==> src/rtl/fifo_arb_pkg.sv <==
// Shared types and default parameters for the FIFO write arbiter.
// Latency: n/a (types and constants only).
// Backpressure: n/a.
package fifo_arb_pkg;

  // IDLE: no owner held. BURST: one requester owns the FIFO write port.
  typedef enum logic {
    IDLE  = 1'b0,
    BURST = 1'b1
  } arb_state_t;

  localparam int DEF_WIDTH     = 8;
  localparam int DEF_NREQ      = 4;
  localparam int DEF_MAX_BURST = 4;

endpackage

==> src/rtl/fifo_wr_arbiter_rr_picker.sv <==
// Round-robin picker: first set request after last_grant, wrapping, with last_grant itself checked last.
// Latency: purely combinational, zero cycles.
// Backpressure: none; found=0 when no request is set.
// Ports: req (request vector), last_grant (previous owner), found (any request), index (picked requester).
module rr_picker #(
  parameter int NREQ = 4,
  parameter int IW   = $clog2(NREQ)
) (
  input  logic [NREQ-1:0] req,
  input  logic [IW-1:0]   last_grant,
  output logic            found,
  output logic [IW-1:0]   index
);

  int cand;

  // Offsets 1..NREQ from last_grant; offset NREQ lands back on last_grant,
  // so the previous owner only wins when nobody else is asking.
  always_comb begin
    found = 1'b0;
    index = '0;
    cand  = 0;
    for (int i = 1; i <= NREQ; i++) begin
      cand = (int'(last_grant) + i) % NREQ;
      if (!found && req[cand[IW-1:0]]) begin
        found = 1'b1;
        index = cand[IW-1:0];
      end
    end
  end

endmodule

==> src/rtl/fifo_wr_arbiter.sv <==
// Round-robin burst arbiter granting NREQ writers exclusive access to one FIFO write port.
// Latency: grant registered one cycle after request; beats pass through combinationally (zero latency).
// Backpressure: fifo_full stalls the owner (req_ready=0) without ending the burst or counting a beat.
// Ports: clk, reset (async active-low), req_valid/req_data/req_ready per requester,
//        fifo_full/fifo_wr_req/fifo_data_in to the FIFO, grant_id (owner) and busy (grant held).
module fifo_wr_arbiter
  import fifo_arb_pkg::*;
#(
  parameter int WIDTH     = DEF_WIDTH,
  parameter int NREQ      = DEF_NREQ,
  parameter int MAX_BURST = DEF_MAX_BURST
) (
  input  logic                     clk,
  input  logic                     reset,
  input  logic [NREQ-1:0]          req_valid,
  input  logic [NREQ*WIDTH-1:0]    req_data,
  output logic [NREQ-1:0]          req_ready,
  input  logic                     fifo_full,
  output logic                     fifo_wr_req,
  output logic [WIDTH-1:0]         fifo_data_in,
  output logic [$clog2(NREQ)-1:0]  grant_id,
  output logic                     busy
);

  localparam int IW = $clog2(NREQ);
  localparam int CW = $clog2(MAX_BURST + 1);
  localparam logic [CW-1:0] LAST_BEAT = CW'(MAX_BURST - 1);

  arb_state_t    state;
  logic [IW-1:0] owner;
  logic [IW-1:0] last_grant;
  logic [CW-1:0] beat_cnt;

  logic          pick_found;
  logic [IW-1:0] pick_idx;
  logic          owner_vld;
  logic          xfer;
  logic          burst_end;

  rr_picker #(
    .NREQ (NREQ),
    .IW   (IW)
  ) u_pick (
    .req        (req_valid),
    .last_grant (last_grant),
    .found      (pick_found),
    .index      (pick_idx)
  );

  assign owner_vld = req_valid[owner];
  assign xfer      = (state == BURST) && owner_vld && !fifo_full;
  // A burst closes on its final beat, or as soon as the owner has nothing to send.
  assign burst_end = (state == BURST) &&
                     (!owner_vld || (xfer && (beat_cnt == LAST_BEAT)));

  always_ff @(posedge clk or negedge reset) begin
    if (!reset) begin
      state      <= IDLE;
      owner      <= '0;
      last_grant <= IW'(NREQ - 1);
      beat_cnt   <= '0;
    end else begin
      case (state)
        IDLE: begin
          if (pick_found) begin
            owner      <= pick_idx;
            last_grant <= pick_idx;
            beat_cnt   <= '0;
            state      <= BURST;
          end
        end
        BURST: begin
          if (burst_end) begin
            // Re-arbitrate in the same cycle so a waiting requester
            // (including the same one) starts without a bubble.
            if (pick_found) begin
              owner      <= pick_idx;
              last_grant <= pick_idx;
              beat_cnt   <= '0;
              state      <= BURST;
            end else begin
              state      <= IDLE;
            end
          end else if (xfer) begin
            beat_cnt <= beat_cnt + 1'b1;
          end
        end
        default: state <= IDLE;
      endcase
    end
  end

  always_comb begin
    req_ready = '0;
    if (xfer) req_ready[owner] = 1'b1;
    fifo_data_in = '0;
    if (state == BURST) fifo_data_in = req_data[int'(owner)*WIDTH +: WIDTH];
  end

  assign fifo_wr_req = xfer;
  assign busy        = (state == BURST);
  assign grant_id    = owner;

endmodule

==> config.mk <==
export PLATFORM = sky130hd
export DESIGN_NAME = fifo_wr_arbiter
export DESIGN_NICKNAME = d
export VERILOG_FILES = /design/src/rtl/fifo_arb_pkg.sv /design/src/rtl/fifo_wr_arbiter_rr_picker.sv /design/src/rtl/fifo_wr_arbiter.sv
export SDC_FILE = /design/constraint.sdc
export NUM_CORES = 1
export LEC_CHECK = 0
export ABC_AREA = 0
export CAP_MARGIN = 10
export CORE_MARGIN = 2
export CORE_UTILIZATION = 32
export DETAILED_ROUTE_END_ITERATION = 10
export HOLD_SLACK_MARGIN = 0.06
export PLACE_DENSITY = 0.82
export SYNTH_ARGS = -nofsm -noshare
export SYNTH_HDL_FRONTEND = slang
export SYNTH_SLANG_ARGS = --single-unit
==> constraint.sdc <==
create_clock -name clk -period 1.3 [get_ports clk]
set_input_delay 0.13 -clock clk [delete_from_list [all_inputs] [get_ports clk]]
set_output_delay 0.13 -clock clk [all_outputs]
set_load 0.02 [all_outputs]
## Word level (Yosys, flattened, before mapping)

Index checks and enable logic that the tools add are counted.
Widths: inputs -> output; s select.

| word-level totals | value |
|---|---|
| register bits after elaboration | 8 |
| output and inout bits | 16 |
| word-level logic and storage cells | 69 |

| cells by class | value |
|---|---|
| add/subtract/negate cells | 5 |
| magnitude comparators | 6 |
| equality and inequality tests | 3 |
| shifts and indexed selects | 1 |
| mux-type cells | 35 |
| bitwise operators | 1 |
| reductions and logical operators | 14 |

Operator list:

| operator | count |
|---|---|
| $shiftx 32x6->8 | 1 |
| $mux 2 | 8 |
| $lt 2x3->1 const B | 5 |
| $mux 1 | 12 |
| $bmux 1 s2 | 5 |
| $mux 3 | 3 |
| $logic_and 1x1->1 | 8 |
| $mux 8 | 1 |
| $pmux 2 s2 | 2 |
| $pmux 3 s2 | 1 |
| $logic_not 1->1 | 5 |
| $add 2x1->2 const B | 2 |
| $add 2x2->2 const B | 2 |
| $mux 4 | 1 |
| $add 3x1->3 const B | 1 |
| $eq 3x2->1 const B | 1 |
| $ne 3x1->1 const B | 1 |
| $demux 1 s2 | 1 |
| $ge 2x1->1 const B | 1 |
| $ne 2x1->1 const B | 1 |
| $pmux 1 s2 | 1 |
| $logic_or 1x1->1 | 1 |
| $not 1->1 | 1 |

## Logic depth before layout (Yosys ltp)

Gate-level depths: netlist of run 1.

| depth | value |
|---|---|
| depth after elaboration | 16 |
| mapped depth | 5 |

## Cells and area by module

From an unflattened synthesis of run 1, not the netlist that was laid out.

| second synthesis, totals | value |
|---|---|
| cell total of the unflattened synthesis | 80 |
| area total of the unflattened synthesis | 845.8 um2 |

Modules (own cells, without submodules):

| module | instances | cells an instance | area an instance (um2) |
|---|---|---|---|
| fifo_wr_arbiter | 1 | 66 | 754.5 |
| rr_picker | 1 | 14 | 91.3 |

## Least setup slack after synthesis of run 1

Ideal clock, no wire load.

| timing path | value |
|---|---|
| kind | register to output |
| start | reg owner[0] (netlist: grant_id[0]) |
| end | out req_ready[1] |
| arrival | 1633 ps |
| data required time | 1170 ps |
| setup slack | -463 ps |
| stages on the path, launching flop included | 4 |
| path buffers | 1 |
| cell sequence | dfrtp_1 buf_2 inv_1 nor4b_1 |

| on the way | value |
|---|---|
| cells in the longest elaborated chain, start to end | 5 |

Ends and longest elaborated chain:

| element | RTL line | source |
|---|---|---|
| from (decl) | fifo_wr_arbiter.sv:30 | `logic [IW-1:0] owner;` |
| from (signal assigned) | fifo_wr_arbiter.sv:66 | `owner <= pick_idx;` |
| from (signal assigned) | fifo_wr_arbiter.sv:77 | `owner <= pick_idx;` |
| $lt 2x3->1 (not written as such) (tied with other cells) | fifo_wr_arbiter.sv:95 | `if (xfer) req_ready[owner] = 1'b1;` |
| $logic_and 1x1->1 (not written as such) / $mux 1 (equally long branches) | fifo_wr_arbiter.sv:95, fifo_wr_arbiter.sv:50 |  |
| $mux 1 (not written as such) / $logic_and 1x1->1 (equally long branches) | fifo_wr_arbiter.sv:95, fifo_wr_arbiter.sv:51 |  |
| $demux 1 s2 / $logic_and 1x1->1 (equally long branches) | fifo_wr_arbiter.sv:95, fifo_wr_arbiter.sv:51 |  |
| $mux 4 * | fifo_wr_arbiter.sv:95 |  |
| to (decl) | fifo_wr_arbiter.sv:17 | `output logic [NREQ-1:0] req_ready,` |

Mark *: on every way between the ends. The rest lies on a longest branch, timed or not. The select of a mux whose other input is x is not followed.

## Worst setup path in the final report of run 1

| timing path | value |
|---|---|
| start | reg owner[0] (netlist: grant_id[0]) |
| end | out fifo_data_in[6] |

| on the way | value |
|---|---|
| cells in the longest elaborated chain, start to end | 2 |

Ends and longest elaborated chain:

| element | RTL line | source |
|---|---|---|
| $shiftx 32x6->8 | fifo_wr_arbiter.sv:97 | `if (state == BURST) fifo_data_in = req_data[int'(owner)*WIDTH +: WIDTH];` |
| $mux 8 | fifo_wr_arbiter.sv:97 |  |
| to (decl) | fifo_wr_arbiter.sv:20 | `output logic [WIDTH-1:0] fifo_data_in,` |

No other way between the ends.

==> impl_metrics.csv, run 1 <==
group,metric,value,unit
run_status,status,"finished, violations left",
run_status,violations,"negative setup slack",
grt,grt_first_pass_wirelength,3970,µm
layout,drive_gt1_frac,0.555,
grt,grt-ovfl-total,0,
sta,tightest_slew,413,ps
setup_path,path_depth,4,
drt,drcViolationCount,0,
grt,grt_max_degree,15,
drt,viasPerCell,5.11,
clock_tree,clock_latency,270,ps
sta,report.final.slew_viol_count,0,
power,p_sw,1.33,mW
power,total_leakage_power,0.781,nW
setup_path,r2r_slack,-220,ps
grt,grt_pass1_vias,925,
synth,yosysSeqAreaShare,0.246,
synth,synthCells,78,
setup_path,r2r-start,"grant_id[1]",
floorplanning,die_h,54.7,µm
setup_path,r2r_cells,5,
synth,async_flop_share,1.00,
place,hpwlAfterDp,2300,µm
layout,finalNonFillerCells,185,
place,gp_congestion,0.800,
power,share_comb_of_total_power,0.786,
synth,ys_ff_latch,8,
synth,synth_area_per_cell,10.6,µm²
setup_path,crit_chain,"buf_6, mux4_2, and2_4, buf_6",
layout,synthToLayoutAreaGrowth,116,%
grt,met2_usage,0.375,
synth,synth_area,823,µm²
floorplanning,core,2450,µm²
sta,period_share,1.32,
synth,ys.flop_type,"dfrtp_1",
grt,antenna_found_initial,0,
sta,slew_headroom,0.723,
sta,fmax,585,MHz
layout,regArea,206,µm²
hold_path,min_path_type,"in -> async",
sta,final.setup.worst_slack,-410,ps
clock_tree,numCtsBuffers,3,
power,power_density,1930,nW/µm²
floorplanning,num_rows,18,
setup_path,critPathMostFrequentCell,"buf_6",
grt,top_usage_layer,"met2",
clock_tree,clockBufferDepth,2,
setup_path,crit_fanout,5,
power,pwr-share-seq,0.149,
setup_path,start_kind,"register",
layout,fill_cells,162,
grt,grt.total_usage,0.192,
place,io_buffer_count,54,
floorplanning,pin_count,55,
drt,antenna_left,0,
power,p_int,2.11,mW
clock_tree,clkSlewWorstSetupHoldPaths,70,ps
grt,grt_use_met1,0.180,
clock_tree,clock-root-buffer,"clkbuf_4",
floorplanning,die_area,2990,µm²
clock_tree,numClockSinks,8,
setup_path,cp-startpoint,"grant_id[0]",
place,place_inst,173,
setup_path,worst_setup_path_end_kind,"output port",
drt,routed-via-count,946,
floorplanning,initial_core_util,0.335,
drt,wire_per_inst,16.6,µm
drt,drt_pass1_iterations,4,
synth,synth_edf_count,0,
sta,setup_viol,21,
setup_path,cp-endpoint,"fifo_data_in[6]",
sta,hold_viol_final,0,
sta,rsz0062_at_grt,"true",
power,pwr-share-clk,0.066,
setup_path,required,1170,ps
setup_path,crit_type,"reg -> out",
layout,antenna_cells,0,
floorplanning,die_x,54.7,µm
setup_path,cp.arrival,1580,ps
setup_path,cpMaxStageDelayCell,"mux4_2",
synth,synth_cell_type_count,33,
synth,synth_fp_nets,119,
setup_path,cp_top_family,"multiplexers",
drt,drtIter0Drc,2,
drt,routed_wl,3080,µm
power,ir_worst_vdd,1.65,mV
setup_path,critPathMaxStageDelay,500,ps
job,cap_violations,0,
setup_path,r2r_end,"grant_id[1]",
sta,finalCriticalPeriod,1710,ps
grt,grtUsageMet3,0.0601,
clock_tree,holdBufCountCts,0,
clock_tree,htreeDepth,1,
sta,finalClockSkew,8.20,ps
power,switching_share,0.387,
setup_path,path_buf_inv,2,
place,pre_cts_ws,-662,ps
layout,nets,197,
synth,yosysWarningCount,0,
layout,multi_input_area,738,µm²
clock_tree,cts_tree,"done",
==> state kept, by name, summed over array words and instances (netlist names) <==
name and flops:
grant_id 2, last_grant 2, beat_cnt 3, busy 1
==> worst min-delay path by stage <==
stage,from,endpoint,cells past startpoint
2_1_floorplan,reset,beat_cnt[0],0
3_3_place_gp,reset,beat_cnt[2],1
3_5_place_dp,reset,beat_cnt[2],1
4_1_cts,reset,beat_cnt[2],1
5_1_grt,reset,beat_cnt[2],1
6_report,reset,beat_cnt[2],1
==> metal layers <==
metal | vias up | wire [µm]
li1 | 446 | -
met1 | 447 | 1050
met2 | 50 | 1590
met3 | 3 | 406
met4 | 0 | 36
met5 | - | 0
==> cell usage after synthesis (2+ instances only) <==
library cell  n  share of area
a21o_1        3          0.027
a21o_2        2          0.021
a21oi_1       3          0.018
a22o_2        2          0.024
and2_1        8          0.061
buf_4         2          0.018
dfrtp_1       6           0.18
dfstp_2       2          0.064
ha_1          2          0.030
inv_1         5          0.023
mux2i_1       5          0.061
mux4_2        8           0.22
nand2_1       2         0.0091
nand2b_1      3          0.023
nor2_1        3          0.014
nor2b_1       3          0.023
nor3_1        3          0.018
==> repair_timing <==
action / in CTS / in global routing
setup endpoints to repair: 23 / 23
resized for setup: 106 / 14
pin swaps: 16 / 4
buffers inserted: 7 / 2
==> placed cells by master, fill, tap and decap left out, types with 4 or more instances in the layout <==
master	Yosys	layout
inv_1	5	4
buf_4	2	17
and2_4	0	8
mux4_2	8	8
dlygate4sd2_1	0	4
clkdlybuf4s50_1	0	34
buf_6	0	19
==> worst reg2reg max path, stage by stage, from the launching register on <==
cell and delay [ps]:
dfrtp_2 460, mux2i_4 320, o22ai_4 100, buf_6 150
a21o_2 200, a21o_1 170
==> through the flow <==
| stage | TNS (ps) | hold WS, ps | power (mW) | cell area, µm² | utilization |
|---|---|---|---|---|---|
| floorplan | -1770 | -166 | 1.96 | 928 | - |
| global placement | -9750 | 423 | 2.60 | 1580 | 0.643 |
| detailed placement | -10720 | 438 | 2.68 | 1580 | 0.643 |
| CTS | -5900 | 141 | 3.25 | 1720 | 0.701 |
| global route | -6810 | 158 | 3.62 | 1780 | 0.724 |
| finish | -5980 | 136 | 3.44 | 1780 | 0.724 |
==> power groups by stage <==
| stage | combinational [mW] | sequential [mW] | clock, mW |
|---|---|---|---|
| final | 2.70 | 0.510 | 0.226 |
| after global routing | 2.86 | 0.526 | 0.240 |
| after CTS | 2.53 | 0.494 | 0.232 |
| after detailed placement | 2.12 | 0.557 | 0 |
| after global placement | 2.06 | 0.542 | 0 |
| after floorplan | 1.45 | 0.507 | 0 |
==> final cells by class <==
type                       count  area share
multi-input combinational     60       0.415
tap                           30      0.0211
inverter                       6      0.0127
sequential                     8       0.116
timing repair buffer          77       0.420
clock buffer                   4      0.0148
==> cell families (layout without fill, tap and decap cells) <==
| group | Yosys count | after routing | synth area share |
|---|---|---|---|
| flops | 8 | 8 | 0.246 |
| buf+inv | 10 | 87 | 0.0562 |
| compound gates | 17 | 17 | 0.164 |
| simple gates | 28 | 28 | 0.223 |
| fa+ha+maj | 2 | 2 | 0.0304 |
| mux | 13 | 13 | 0.280 |
No activity file was read; power rests on OpenSTA's default activity.
==> inputs of run 2 (changes only) <==
--- a/config.mk
+++ b/config.mk
@@ -7,6 +7,7 @@
 export LEC_CHECK = 0
 export ABC_AREA = 0
 export CAP_MARGIN = 10
+export CORE_ASPECT_RATIO = 1.25
 export CORE_MARGIN = 2
 export CORE_UTILIZATION = 32
 export DETAILED_ROUTE_END_ITERATION = 10
==> run 2 against run 1 <==
Compared with the run above: the run still ends with negative setup slack left; sequential power increased by 0.8%; sequential cell count unchanged; clock-buffer cell count unchanged; final area increased by 0.70%; core utilization increased by 1.3 points; fmax decreased by 0.12%; clock skew about the same; via count increased by 1.8%; combinational power about the same; power increased by 0.39%.
==> impl_metrics.csv, run 2 (same netlist as run 1, synthesis figures left out) <==
group,metric,value,unit
setup_path,critPathMaxStageDelay,520,ps
sta,fin_setup_tns,-6100,ps
setup_path,start_kind,"register",
drt,wire_per_inst,18.0,µm
clock_tree,clock_latency,260,ps
floorplanning,die_h,60.7,µm
power,total_leakage_power,0.787,nW
grt,grt_max_degree,15,
job,cap_violations,0,
setup_path,r2r_end,"beat_cnt[0]",
layout,antenna_cells,0,
drt,drt_pass1_iterations,4,
setup_path,path_buf_inv,2,
clock_tree,numCtsBuffers,3,
setup_path,crit_chain,"buf_6, mux4_2, and2_4, buf_6",
layout,post-route-cell-area,1790,µm²
setup_path,r2r-start,"grant_id[1]",
floorplanning,die_x,49.4,µm
clock_tree,clockBufferDepth,2,
sta,fmax,584,MHz
sta,period_share,1.32,
sta,tightest_slew,392,ps
floorplanning,initial_core_util,0.339,
layout,largest_reg_flops,3,
floorplanning,num_rows,20,
place,gp_congestion,0.722,
drt,antenna_left,0,
sta,finalCriticalPeriod,1710,ps
place,pre_cts_ws,-627,ps
drt,routed-via-count,963,
setup_path,required,1170,ps
setup_path,crit_type,"reg -> out",
layout,regArea,205,µm²
setup_path,cp.arrival,1580,ps
sta,report.final.slew_viol_count,0,
drt,viasPerCell,5.15,
layout,finalNonFillerCells,187,
clock_tree,cts_tree,"done",
layout,multi_input_area,729,µm²
place,place_inst,179,
run_status,status,"finished, violations left",
layout,layout_commonest_cell,"clkdlybuf4s50_1",
clock_tree,numClockSinks,8,
drt,drcViolationCount,0,
drt,drtIter0Drc,22,
clock_tree,clock-root-buffer,"clkbuf_4",
grt,grt_first_pass_wirelength,4820,µm
sta,finalClockSkew,8.21,ps
run_status,violations,"negative setup slack",
floorplanning,core,2430,µm²
layout,fill_cells,171,
drt,routed_wl,3370,µm
layout,synthToLayoutAreaGrowth,117,%
floorplanning,pin_count,55,
sta,hold_viol_final,0,
setup_path,cp_top_family,"multiplexers",
grt,grt-ovfl-total,0,
grt,antenna_found_initial,0,
grt,grt.total_usage,0.212,
power,ir_worst_vdd,1.28,mV
power,power_density,1930,nW/µm²
sta,setup_viol,20,
layout,top_register,"beat_cnt",
layout,most-common-layout-cells,"clkdlybuf4s50_1 (34), buf_6 (16), buf_4 (16)",
clock_tree,clkSlewWorstSetupHoldPaths,60,ps
place,io_buffer_count,54,
sta,final.setup.worst_slack,-412,ps
layout,drive_gt1_frac,0.526,
clock_tree,htreeDepth,1,
place,placed_cell_area,1630,µm²
setup_path,cpMaxStageDelayCell,"mux4_2",
place,hpwlAfterDp,2430,µm
sta,slew_headroom,0.738,
sta,rsz0062_at_grt,"true",
setup_path,r2r_cells,5,
setup_path,crit_fanout,5,
floorplanning,die_area,3000,µm²
layout,nets,196,
hold_path,min_path_type,"in -> async",
grt,grt_pass1_vias,987,
setup_path,critPathMostFrequentCell,"buf_6",
setup_path,r2r_slack,-240,ps
setup_path,worst_setup_path_end_kind,"output port",
## run 2: cell count changes in the layout (fill, tap and decap cells not counted), sizes merged
cell	previous run	this run
buf	38	36
clkdlybuf4s15	0	2
clkbuf	5	4
dlygate4sd2	4	3
dlymetal6s2s	0	1
## run 2: worst max-delay path by stage
| stage | startpoint | end | cells past startpoint |
|---|---|---|---|
| after CTS | grant_id[0] | fifo_data_in[2] | 4 |
| after detailed placement | req_valid[2] | req_ready[2] | 5 |
| after floorplan | grant_id[1] | grant_id[1] | 5 |
| after global routing | grant_id[0] | fifo_data_in[7] | 4 |
| after global placement | req_valid[0] | req_ready[2] | 5 |
| final | grant_id[0] | fifo_data_in[4] | 4 |
## run 2: metal layers
metal	global-route usage	part of all wire	vias up
met2	0.396	0.52	56
met3	0.0394	0.082	4
met4	0.0490	0.013	0
met5	0	0	-
li1	-	-	444
met1	0.255	0.39	459
## run 2: area by class of cell
cell class	count	share of cell area
repair buffers	76	0.428
multi-input cells	60	0.407
flip-flops and latches	8	0.115
well taps	33	0.0231
clock buffers	4	0.0147
inverters	6	0.0126
## run 2: repair_timing
action | in CTS | in global routing
pin swaps | 11 | 6
endpoints found under the setup margin | 23 | 23
hold buffers | 0 | 0
resized for setup | 98 | 11
buffers inserted | 1 | 3
## run 2: through the flow
step / utilization / power [mW] / hold WS (ps)
after floorplan: - / 1.96 / -166
after global placement: 0.671 / 2.74 / 424
after detailed placement: 0.671 / 2.81 / 433
after CTS: 0.710 / 3.23 / 150
after global routing: 0.738 / 3.64 / 183
final: 0.738 / 3.45 / 156
## run 2: report_power, final
| part | internal [mW] | switching (mW) | total, mW | leakage [nW] |
|---|---|---|---|---|
| Clock | 0.118 | 0.0942 | 0.212 | 0.0150 |
| Sequential | 0.379 | 0.135 | 0.514 | 0.0923 |
| Combinational | 1.62 | 1.10 | 2.72 | 0.680 |
| Total | 2.12 | 1.33 | 3.45 | 0.787 |
==> inputs of run 3 (changes only) <==
--- a/config.mk
+++ b/config.mk
@@ -7,12 +7,12 @@
 export LEC_CHECK = 0
 export ABC_AREA = 0
 export CAP_MARGIN = 10
-export CORE_ASPECT_RATIO = 1.25
+export CORE_ASPECT_RATIO = 0.75
 export CORE_MARGIN = 2
-export CORE_UTILIZATION = 32
+export CORE_UTILIZATION = 26
 export DETAILED_ROUTE_END_ITERATION = 10
 export HOLD_SLACK_MARGIN = 0.06
-export PLACE_DENSITY = 0.82
+export PLACE_DENSITY = 0.7
 export SYNTH_ARGS = -nofsm -noshare
 export SYNTH_HDL_FRONTEND = slang
 export SYNTH_SLANG_ARGS = --single-unit
==> run 3 against run 2 <==
Compared with the run above: power increased by 4.4%; register-to-register slack got worse by 60 ps; the flow still finishes with violations (negative setup slack); clock skew decreased by 5.2 ps; sequential cell count unchanged; critical path type unchanged; sequential share of layout area decreased by 0.27 points; non-clock buffer count increased by 5; critical path depth unchanged.
==> impl_metrics.csv, run 3 (same netlist as run 1, synthesis figures left out) <==
group,metric,value,unit
setup_path,critPathMaxStageDelay,500,ps
setup_path,crit_fanout,5,
clock_tree,numClockSinks,8,
job,cap_violations,0,
setup_path,r2r-start,"grant_id[1]",
grt,grt.total_usage,0.164,
layout,drive_gt1_frac,0.563,
clock_tree,clkSlewWorstSetupHoldPaths,40,ps
setup_path,cpMaxStageDelayCell,"mux4_2",
place,gp_congestion,0.798,
drt,drt_pass1_iterations,3,
drt,routed-via-count,962,
hold_path,min_path_type,"in -> async",
layout,finalNonFillerCells,196,
setup_path,path_depth,4,
sta,report.final.slew_viol_count,0,
layout,most-common-layout-cells,"clkdlybuf4s50_1 (35), buf_6 (21), buf_4 (19)",
clock_tree,numCtsBuffers,3,
place,io_buffer_count,54,
place,hpwlAfterDp,2230,µm
grt,grt_pass1_vias,983,
grt,grtUsageMet3,0.0602,
layout,regArea,206,µm²
setup_path,crit_chain,"buf_6, mux4_2, and2_4, buf_6",
power,switching_share,0.373,
setup_path,crit_type,"reg -> out",
layout,layout_commonest_cell,"clkdlybuf4s50_1",
power,p_sw,1.34,mW
layout,nets,201,
sta,tightest_slew,386,ps
setup_path,cp_top_family,"multiplexers",
layout,multi_input_area,757,µm²
layout,antenna_cells,0,
setup_path,path_buf_inv,2,
run_status,status,"finished, violations left",
setup_path,start_kind,"register",
setup_path,cp.arrival,1530,ps
setup_path,r2r_end,"beat_cnt[0]",
floorplanning,die_area,3640,µm²
sta,whs,196,ps
sta,finalCriticalPeriod,1660,ps
power,pwr-share-seq,0.145,
layout,final_util,0.620,
clock_tree,cts_tree,"done",
grt,antenna_found_initial,0,
setup_path,r2r_cells,6,
power,p_int,2.26,mW
layout,largest_reg_flops,3,
sta,hold_viol_final,0,
grt,grt_first_pass_wirelength,4410,µm
sta,setup_viol,20,
floorplanning,die_h,52.7,µm
run_status,violations,"negative setup slack",
power,total_leakage_power,0.813,nW
clock_tree,clockBufferDepth,2,
layout,top_register,"beat_cnt",
clock_tree,holdBufCountCts,0,
grt,grt-ovfl-total,0,
drt,routed_wl,2990,µm
grt,grt_max_degree,13,
clock_tree,clock_latency,220,ps
drt,wire_per_inst,15.3,µm
setup_path,critPathMostFrequentCell,"buf_6",
floorplanning,num_rows,17,
floorplanning,initial_core_util,0.276,
setup_path,cp-startpoint,"grant_id[0]",
setup_path,worst_setup_path_end_kind,"output port",
layout,fill_cells,230,
sta,period_share,1.28,
place,pre_cts_ws,-638,ps
setup_path,cp-endpoint,"fifo_data_in[7]",
sta,rsz0062_at_grt,"true",
clock_tree,clock-root-buffer,"clkbuf_8",
clock_tree,htreeDepth,1,
floorplanning,core,2980,µm²
grt,grt_use_met1,0.189,
place,place_inst,186,
sta,slew_headroom,0.742,
sta,finalClockSkew,2.99,ps
power,share_comb_of_total_power,0.775,
setup_path,required,1170,ps
drt,drcViolationCount,0,
floorplanning,pin_count,55,
power,power_density,1950,nW/µm²
power,ir_worst_vdd,1.03,mV
drt,viasPerCell,4.91,
floorplanning,die_x,69.0,µm
layout,synthToLayoutAreaGrowth,124,%
drt,antenna_left,0,
power,pwr-share-clk,0.080,
grt,top_usage_layer,"met2",
sta,fmax,603,MHz
grt,met2_usage,0.293,
drt,drtIter0Drc,5,
power,power,3.60,mW
sta,final.setup.worst_slack,-359,ps
setup_path,r2r_slack,-300,ps
==> run 3: cell count changes in the layout (fill, tap and decap cells not counted), moves of 2 or more <==
cell | before | now
buf_6 | 16 | 21
buf_12 | 3 | 0
buf_4 | 16 | 19
clkbuf_4 | 3 | 0
clkbuf_8 | 0 | 3
clkbuf_2 | 0 | 2
==> run 3: worst min path at each step <==
stage                              to  slack, ps
final                     beat_cnt[0]        200
after global routing      beat_cnt[0]        220
after CTS                 beat_cnt[0]        200
after detailed placement  beat_cnt[0]        440
after global placement    beat_cnt[0]        420
after floorplan           beat_cnt[0]       -170
==> run 3: cell type report <==
type,count,area share
repair buffers,81,0.418
multi-input cells,60,0.410
flip-flops and latches,8,0.112
well taps,38,0.0258
clock buffers,3,0.0224
inverters,6,0.0122
==> run 3: per-layer routing <==
metal  vias to the layer above  share of wire
li1                        456              -
met1                       455           0.40
met2                        47           0.46
met3                         4           0.12
met4                         0          0.016
met5                         -              0
==> run 3: repair_timing <==
item	in CTS	in global routing
endpoints found under the setup margin	23	23
pin swaps	17	4
setup buffers	5	2
resized for setup	105	12
==> run 3: through the flow <==
stage / setup TNS [ps] / area [µm²]
floorplan: -1770 / 928
global placement: -9850 / 1630
global route: -7090 / 1850
finish: -6100 / 1850
detailed placement: -10450 / 1630
CTS: -5410 / 1800
==> run 3: power groups by stage <==
stage / clock network [mW] / registers (mW) / logic (mW)
CTS: 0.293 / 0.514 / 2.66
floorplan: 0 / 0.507 / 1.45
global route: 0.312 / 0.542 / 3.00
global placement: 0 / 0.560 / 2.14
finish: 0.288 / 0.523 / 2.79
detailed placement: 0 / 0.568 / 2.19
